`config.mk`:
```
export PLATFORM = sky130hd
export DESIGN_NAME = pc_redirect_unit
export DESIGN_NICKNAME = d
export VERILOG_FILES = /design/src/rtl/pc_redirect_unit.sv
export SDC_FILE = /design/constraint.sdc
export NUM_CORES = 1
export LEC_CHECK = 0
export CAP_MARGIN = 20
export CORE_MARGIN = 4
export CORE_UTILIZATION = 48
export CTS_BUF_LIST = sky130_fd_sc_hd__clkbuf_2 sky130_fd_sc_hd__clkbuf_4 sky130_fd_sc_hd__clkbuf_8
export DETAILED_ROUTE_END_ITERATION = 6
export PLACE_DENSITY = 0.88
export SKIP_LAST_GASP = 1
export SLEW_MARGIN = 20
export SYNTH_ARGS = -nofsm -noshare
export SYNTH_HDL_FRONTEND = slang
export SYNTH_SLANG_ARGS = --single-unit
```
`constraint.sdc`:
```
create_clock -name clk -period 5.3 [get_ports clk]
set_clock_uncertainty 0.05 [all_clocks]
set_input_delay 0.795 -clock clk [delete_from_list [all_inputs] [get_ports clk]]
set_output_delay 0.795 -clock clk [all_outputs]
set_load 0.02 [all_outputs]
```
`src/rtl/pc_redirect_unit.sv`:
```
// pc_redirect_unit: fetch-side PC owner and taken-branch redirect controller.
// Owns the fetch PC. Applies taken-branch redirects from EX and raises registered
// IF/ID and ID/EX flushes for FLUSH_CYCLES cycles. Honours load-use stalls.
// Optional feature macro: BRANCH_STATS_EN adds the taken_count and resolved_count counters.
module pc_redirect_unit #(
  parameter int                 ADDR_W       = 64,
  parameter logic [ADDR_W-1:0]  RESET_PC     = '0,
  parameter int                 FLUSH_CYCLES = 2
) (
  input  logic              clk,
  input  logic              reset,
  input  logic              stall,
  input  logic              branch,
  input  logic              to_branch,
  input  logic [ADDR_W-1:0] branch_target,
  output logic [ADDR_W-1:0] pc_out,
  output logic [ADDR_W-1:0] pc_plus4,
  output logic              if_id_flush,
  output logic              id_ex_flush,
  output logic              redirect_busy,
  output logic              misaligned
`ifdef BRANCH_STATS_EN
  ,
  output logic [31:0]       taken_count,
  output logic [31:0]       resolved_count
`endif
);

  typedef enum logic {RUN = 1'b0, FLUSH = 1'b1} state_t;

  state_t            state, state_nx;
  logic [2:0]        fcnt, fcnt_nx;
  logic [ADDR_W-1:0] pc_nx;
  logic              flush_q, flush_nx;
  logic              mis_nx;

  assign pc_plus4      = pc_out + ADDR_W'(4);
  assign if_id_flush   = flush_q;
  assign id_ex_flush   = flush_q;
  assign redirect_busy = flush_q;

  // State, PC and flush register. Reset aborts any flush immediately.
  always_ff @(posedge clk or negedge reset) begin
    if (!reset) begin
      state      <= RUN;
      fcnt       <= '0;
      pc_out     <= RESET_PC;
      flush_q    <= 1'b0;
      misaligned <= 1'b0;
    end else begin
      state      <= state_nx;
      fcnt       <= fcnt_nx;
      pc_out     <= pc_nx;
      flush_q    <= flush_nx;
      misaligned <= mis_nx;
    end
  end

  // Next-state logic. In RUN, a redirect has priority over a stall.
  // In FLUSH, to_branch is ignored because any branch seen then is on the wrong path.
  always_comb begin
    state_nx = state;
    fcnt_nx  = fcnt;
    pc_nx    = pc_out;
    mis_nx   = 1'b0;
    flush_nx = 1'b0;
    case (state)
      RUN: begin
        if (branch && to_branch) begin
          pc_nx    = {branch_target[ADDR_W-1:2], 2'b00};
          state_nx = FLUSH;
          fcnt_nx  = 3'(FLUSH_CYCLES - 1);
          flush_nx = 1'b1;
          mis_nx   = |branch_target[1:0];
        end else if (!stall) begin
          pc_nx = pc_plus4;
        end
      end
      FLUSH: begin
        if (!stall) pc_nx = pc_plus4;
        // fcnt counts down every cycle, stalled or not.
        if (fcnt == 3'd0) begin
          state_nx = RUN;
        end else begin
          fcnt_nx  = fcnt - 3'd1;
          flush_nx = 1'b1;
        end
      end
      default: state_nx = RUN;
    endcase
  end

`ifdef BRANCH_STATS_EN
  // Saturating counters: every branch resolved in RUN, and every accepted redirect.
  always_ff @(posedge clk or negedge reset) begin
    if (!reset) begin
      taken_count    <= '0;
      resolved_count <= '0;
    end else if (state == RUN && branch) begin
      if (resolved_count != 32'hFFFF_FFFF) resolved_count <= resolved_count + 32'd1;
      if (to_branch && taken_count != 32'hFFFF_FFFF) taken_count <= taken_count + 32'd1;
    end
  end
`endif

endmodule

```
# After elaboration in Yosys (flattened, before gate mapping)
# Cells that the tools add are included.
# Widths: inputs -> output; s select.
[classes]
add_sub_neg = 2
n_reduce_logical = 4
muxes = 11
n_eq_ne = 2
n_bitwise = 1
[op_table]
columns = ["operator", "n"]
rows = [
  ["$mux 64", 2],
  ["$pmux 64 s2", 1],
  ["$add 64x3->64 const B", 1],
  ["$mux 3", 2],
  ["$pmux 3 s2", 1],
  ["$mux 1", 4],
  ["$ne 2x2->1 const B", 2],
  ["$logic_not 3->1", 1],
  ["$sub 3x1->3 const B", 1],
  ["$pmux 1 s2", 1],
  ["$reduce_and 2->1", 1],
  ["$reduce_or 2->1", 1],
  ["$logic_and 1x1->1", 1],
  ["$not 1->1", 1],
]
[word_totals]
out_inout_bits = 132
ff_bits = 69
elab_cells = 24

# Longest topological paths before layout
[depth]
ltp_word = 4
mapped_depth = 8
depth_no_buf = 7

# Least setup slack after synthesis
# Ideal clock, no wire load.
[synth_path]
path_type = "register -> output"
from = "register pc_out[2]"
to = "output pc_plus4[52]"
n_path_buf = 1
arrival_time_ps = 2923
path_slack_ps = 1532
stages_incl_launch_ff = 9
required_ps = 4455
path_cell_list = "dfrtp_1 -> ha_1 -> nand3_2 -> or4_4 -> or4_4 -> buf_6 -> or2_1 -> nor2_1 -> xor2_1"
[synth_between]
elab_chain_len = 1
[synth_rtl]
columns = ["element", "line_no", "rtl"]
rows = [
  ["start, declared", "16", "output logic [ADDR_W-1:0] pc_out,"],
  ["start signal, assigned", "53", "pc_out <= pc_nx;"],
  ["$add 64x3->64", "37", "assign pc_plus4 = pc_out + ADDR_W'(4);"],
  ["end, declared", "17", "output logic [ADDR_W-1:0] pc_plus4,"],
]
# Every way passes these cells.

# Worst setup path in the final report
[layout_path]
from = "register pc_out[2]"
to = "output pc_plus4[60]"
# Same word-level chain as after synthesis.

==> results.toml <==
[status]
status = "complete, no violations"

[clock_network]
holdBufCountCts = 0
h-tree-depth = 3
cts_buffers = 9
clock_tree.root_cell = "clkbuf_8"
cts_buffer_depth = 2
clock_sink_count = 67
cts_tree = "built"
post_cts_buffers = 0
post_cts_resize_count = 0
clk_latency_ps = 350
clk_pin_slew_ps = 70

[placement]
portBuffers = 196
gp_congestion = 0.956
dp.cells = 910
dp_hpwl_um = 12500

[global_routing]
grt_usage_pct = 28.4
grt_pass1_wl_um = 26500
grt_max_degree = 76
antenna_found_initial = 0
overflow = 0
grt_pass1_vias = 5300

[synthesis]
synth_edf_count = 0
yosysSeqAreaShare_pct = 34.3
syn_area_um2 = 4890
synthDistinctLibCells = 37
postSynthAreaPerCell_um2 = 7.87
yosysWarnings = 0
synth-seq-cells = 67
synth_ff_type = "dfrtp_1"
postSynth.asyncResetShare_pct = 100
syn_inst = 621

[critical_path]
cpPeakStageDelay_ps = 640
crit_arrival_ps = 3820
crit_chain = "ha_1 -> nand3_2 -> or4_4 -> or4_4 -> or2_1 -> nor2_1 -> xor2_1 -> clkdlybuf4s50_1"
critPathLaunchType = "flop"
critPathMaxFanout = 8
critPathBufInv = 1
critPathRequiredTime_ps = 4450
crit_top_cell = "or4_4"
end_kind = "output pin"
cpLargestDelayFamily = "simple AND/OR/NAND/NOR gates"
worstSetupPathType = "reg -> out"
slowest_stage = "or4_4"

[die]
pin_count = 201
coreArea_um2 = 9860
die_h_um = 109
core.rowCount = 36
die_x_um = 109
start_util_pct = 49.6
die-area_um2 = 11900

[finish]
drive_above_1_share_pct = 4.41
final_common_cell = "clkdlybuf4s50_1"
synthToLayoutAreaGrowth_pct = 44.7
num-nets-final = 860
final_cells = 926
layout_common_cells = "clkdlybuf4s50_1 (194), nor2_1 (111), xnor2_1 (85)"
antenna_cells = 0

[pwr]
p_per_area_nw_per_um2 = 665
irDropWorstVdd_mv = 0.493
p_leak_nw = 2.59

[route]
drt-total-wl_um = 16800
drtPass1Iterations = 5
wl_per_cell_um = 18.2
drt-initial-drc-count = 396
vias_per_cell = 5.71
antenna_left = 0
drcViolationCount = 0
vias = 5292

[worst_hold_path]
min_path_type = "reg -> reg"

[sta]
hold_viol_final = 0
setup_violations = 0
fmax_mhz = 214
maxSlewHeadroom_pct = 33.9
rsz0062_at_grt = "no"
period_needed_ps = 4660
worstMarginPinSlew_ps = 982
slew_viol_final = 0
setup_tns_ps = 0
period_share_pct = 88.0

[run]
drv_cap = 0
==> metrics by stage <==
stage	setup slack (ps)	hold WS, ps	power (mW)	area, um2	utilization, %
floorplan	1530	419	2.80	4900	-
global placement	1130	431	4.08	6840	69.4
detailed placement	1070	443	4.17	6840	69.4
CTS	670	459	4.69	7070	71.7
global route	409	511	4.96	7070	71.7
finish	638	455	4.70	7070	71.7
==> state kept, by name, indices dropped and copies added (netlist names) <==
name	flops
pc_out	62
fcnt	3
id_ex_flush	1
misaligned	1
==> power breakdown <==
group | total, mW | leakage, nW | switching (mW) | internal (mW)
clock network | 0.508 | 0.116 | 0.213 | 0.296
logic | 2.91 | 1.74 | 1.53 | 1.38
registers | 1.29 | 0.738 | 0.526 | 0.761
total | 4.70 | 2.59 | 2.27 | 2.44
==> final timing paths <==
path,start,endpoint,slack (ps),depth (start not counted)
max in group asynchronous,reset,fcnt[1]$_DFFE_PN0P_,4010,2
worst min register to register,fcnt[2]$_DFFE_PN0P_,fcnt[2]$_DFFE_PN0P_,460,2
min in group asynchronous,reset,pc_out[32]$_DFF_PN0_,600,2
worst max-delay path,pc_out[2]$_DFF_PN0_,pc_plus4[60],640,8
worst min-delay path,fcnt[2]$_DFFE_PN0P_,fcnt[2]$_DFFE_PN0P_,460,2
worst max register to register,pc_out[2]$_DFF_PN0_,pc_out[58]$_DFF_PN0_,2160,7
==> tightest hold or removal path: cells and delay by family, from the launching register on <==
family | cells | cell delay [ps]
AO/OA/AOI/OAI | 1 | 70
AND/OR/NAND/NOR | 1 | 60
flip-flops | 1 | 350
==> metal layers <==
metal  track usage (%)  vias to the layer above  wire length, um  share of wire (%)
met5                 0                        -                0                  0
met4              11.6                        0              462                2.7
met3              8.17                       46             2080                 12
met2              47.0                      361             7980                 47
met1              34.6                     2447             6310                 38
li1                  -                     2438                -                  -
==> layout make-up <==
class	instances	area, um2
fillers	728	2790
repair buffers	201	1990
inverters	8	30.0
clock inverters	4	72.6
flip-flops and latches	67	1680
clock buffers	12	159
well taps	133	166
multi-input cells	501	2980
==> cell families (layout without fill, tap and decap cells) <==
family / after synthesis / count (layout) / synth area share [%]
AOI/OAI and AO/OA: 65 / 65 / 6.68
xor gates and xnor gates: 121 / 121 / 21.7
adders and majority gates: 3 / 3 / 0.768
buffers and inverters: 56 / 225 / 4.97
DFF: 67 / 67 / 34.3
muxes: 1 / 1 / 0.205
other: 1 / 4 / 0.0767
and+or+nand+nor: 307 / 307 / 31.3
==> Yosys cell counts (all sizes together) (3+ instances only) <==
| cell type | number | area, um2 |
|---|---|---|
| a21oi | 61 | 305 |
| and2 | 4 | 25.0 |
| and3 | 5 | 31.3 |
| buf | 11 | 73.8 |
| clkbuf | 37 | 139 |
| dfrtp | 67 | 1680 |
| ha | 3 | 37.5 |
| inv | 8 | 30.0 |
| nand2 | 43 | 161 |
| nand2b | 3 | 18.8 |
| nand3 | 28 | 145 |
| nand4 | 29 | 194 |
| nor2 | 111 | 417 |
| nor3 | 40 | 200 |
| nor4 | 23 | 186 |
| o21ai | 3 | 15.0 |
| or2 | 4 | 25.0 |
| or3 | 6 | 37.5 |
| or4 | 6 | 52.6 |
| xnor2 | 85 | 744 |
| xor2 | 36 | 315 |
No activity file was read; power rests on OpenSTA's default activity.
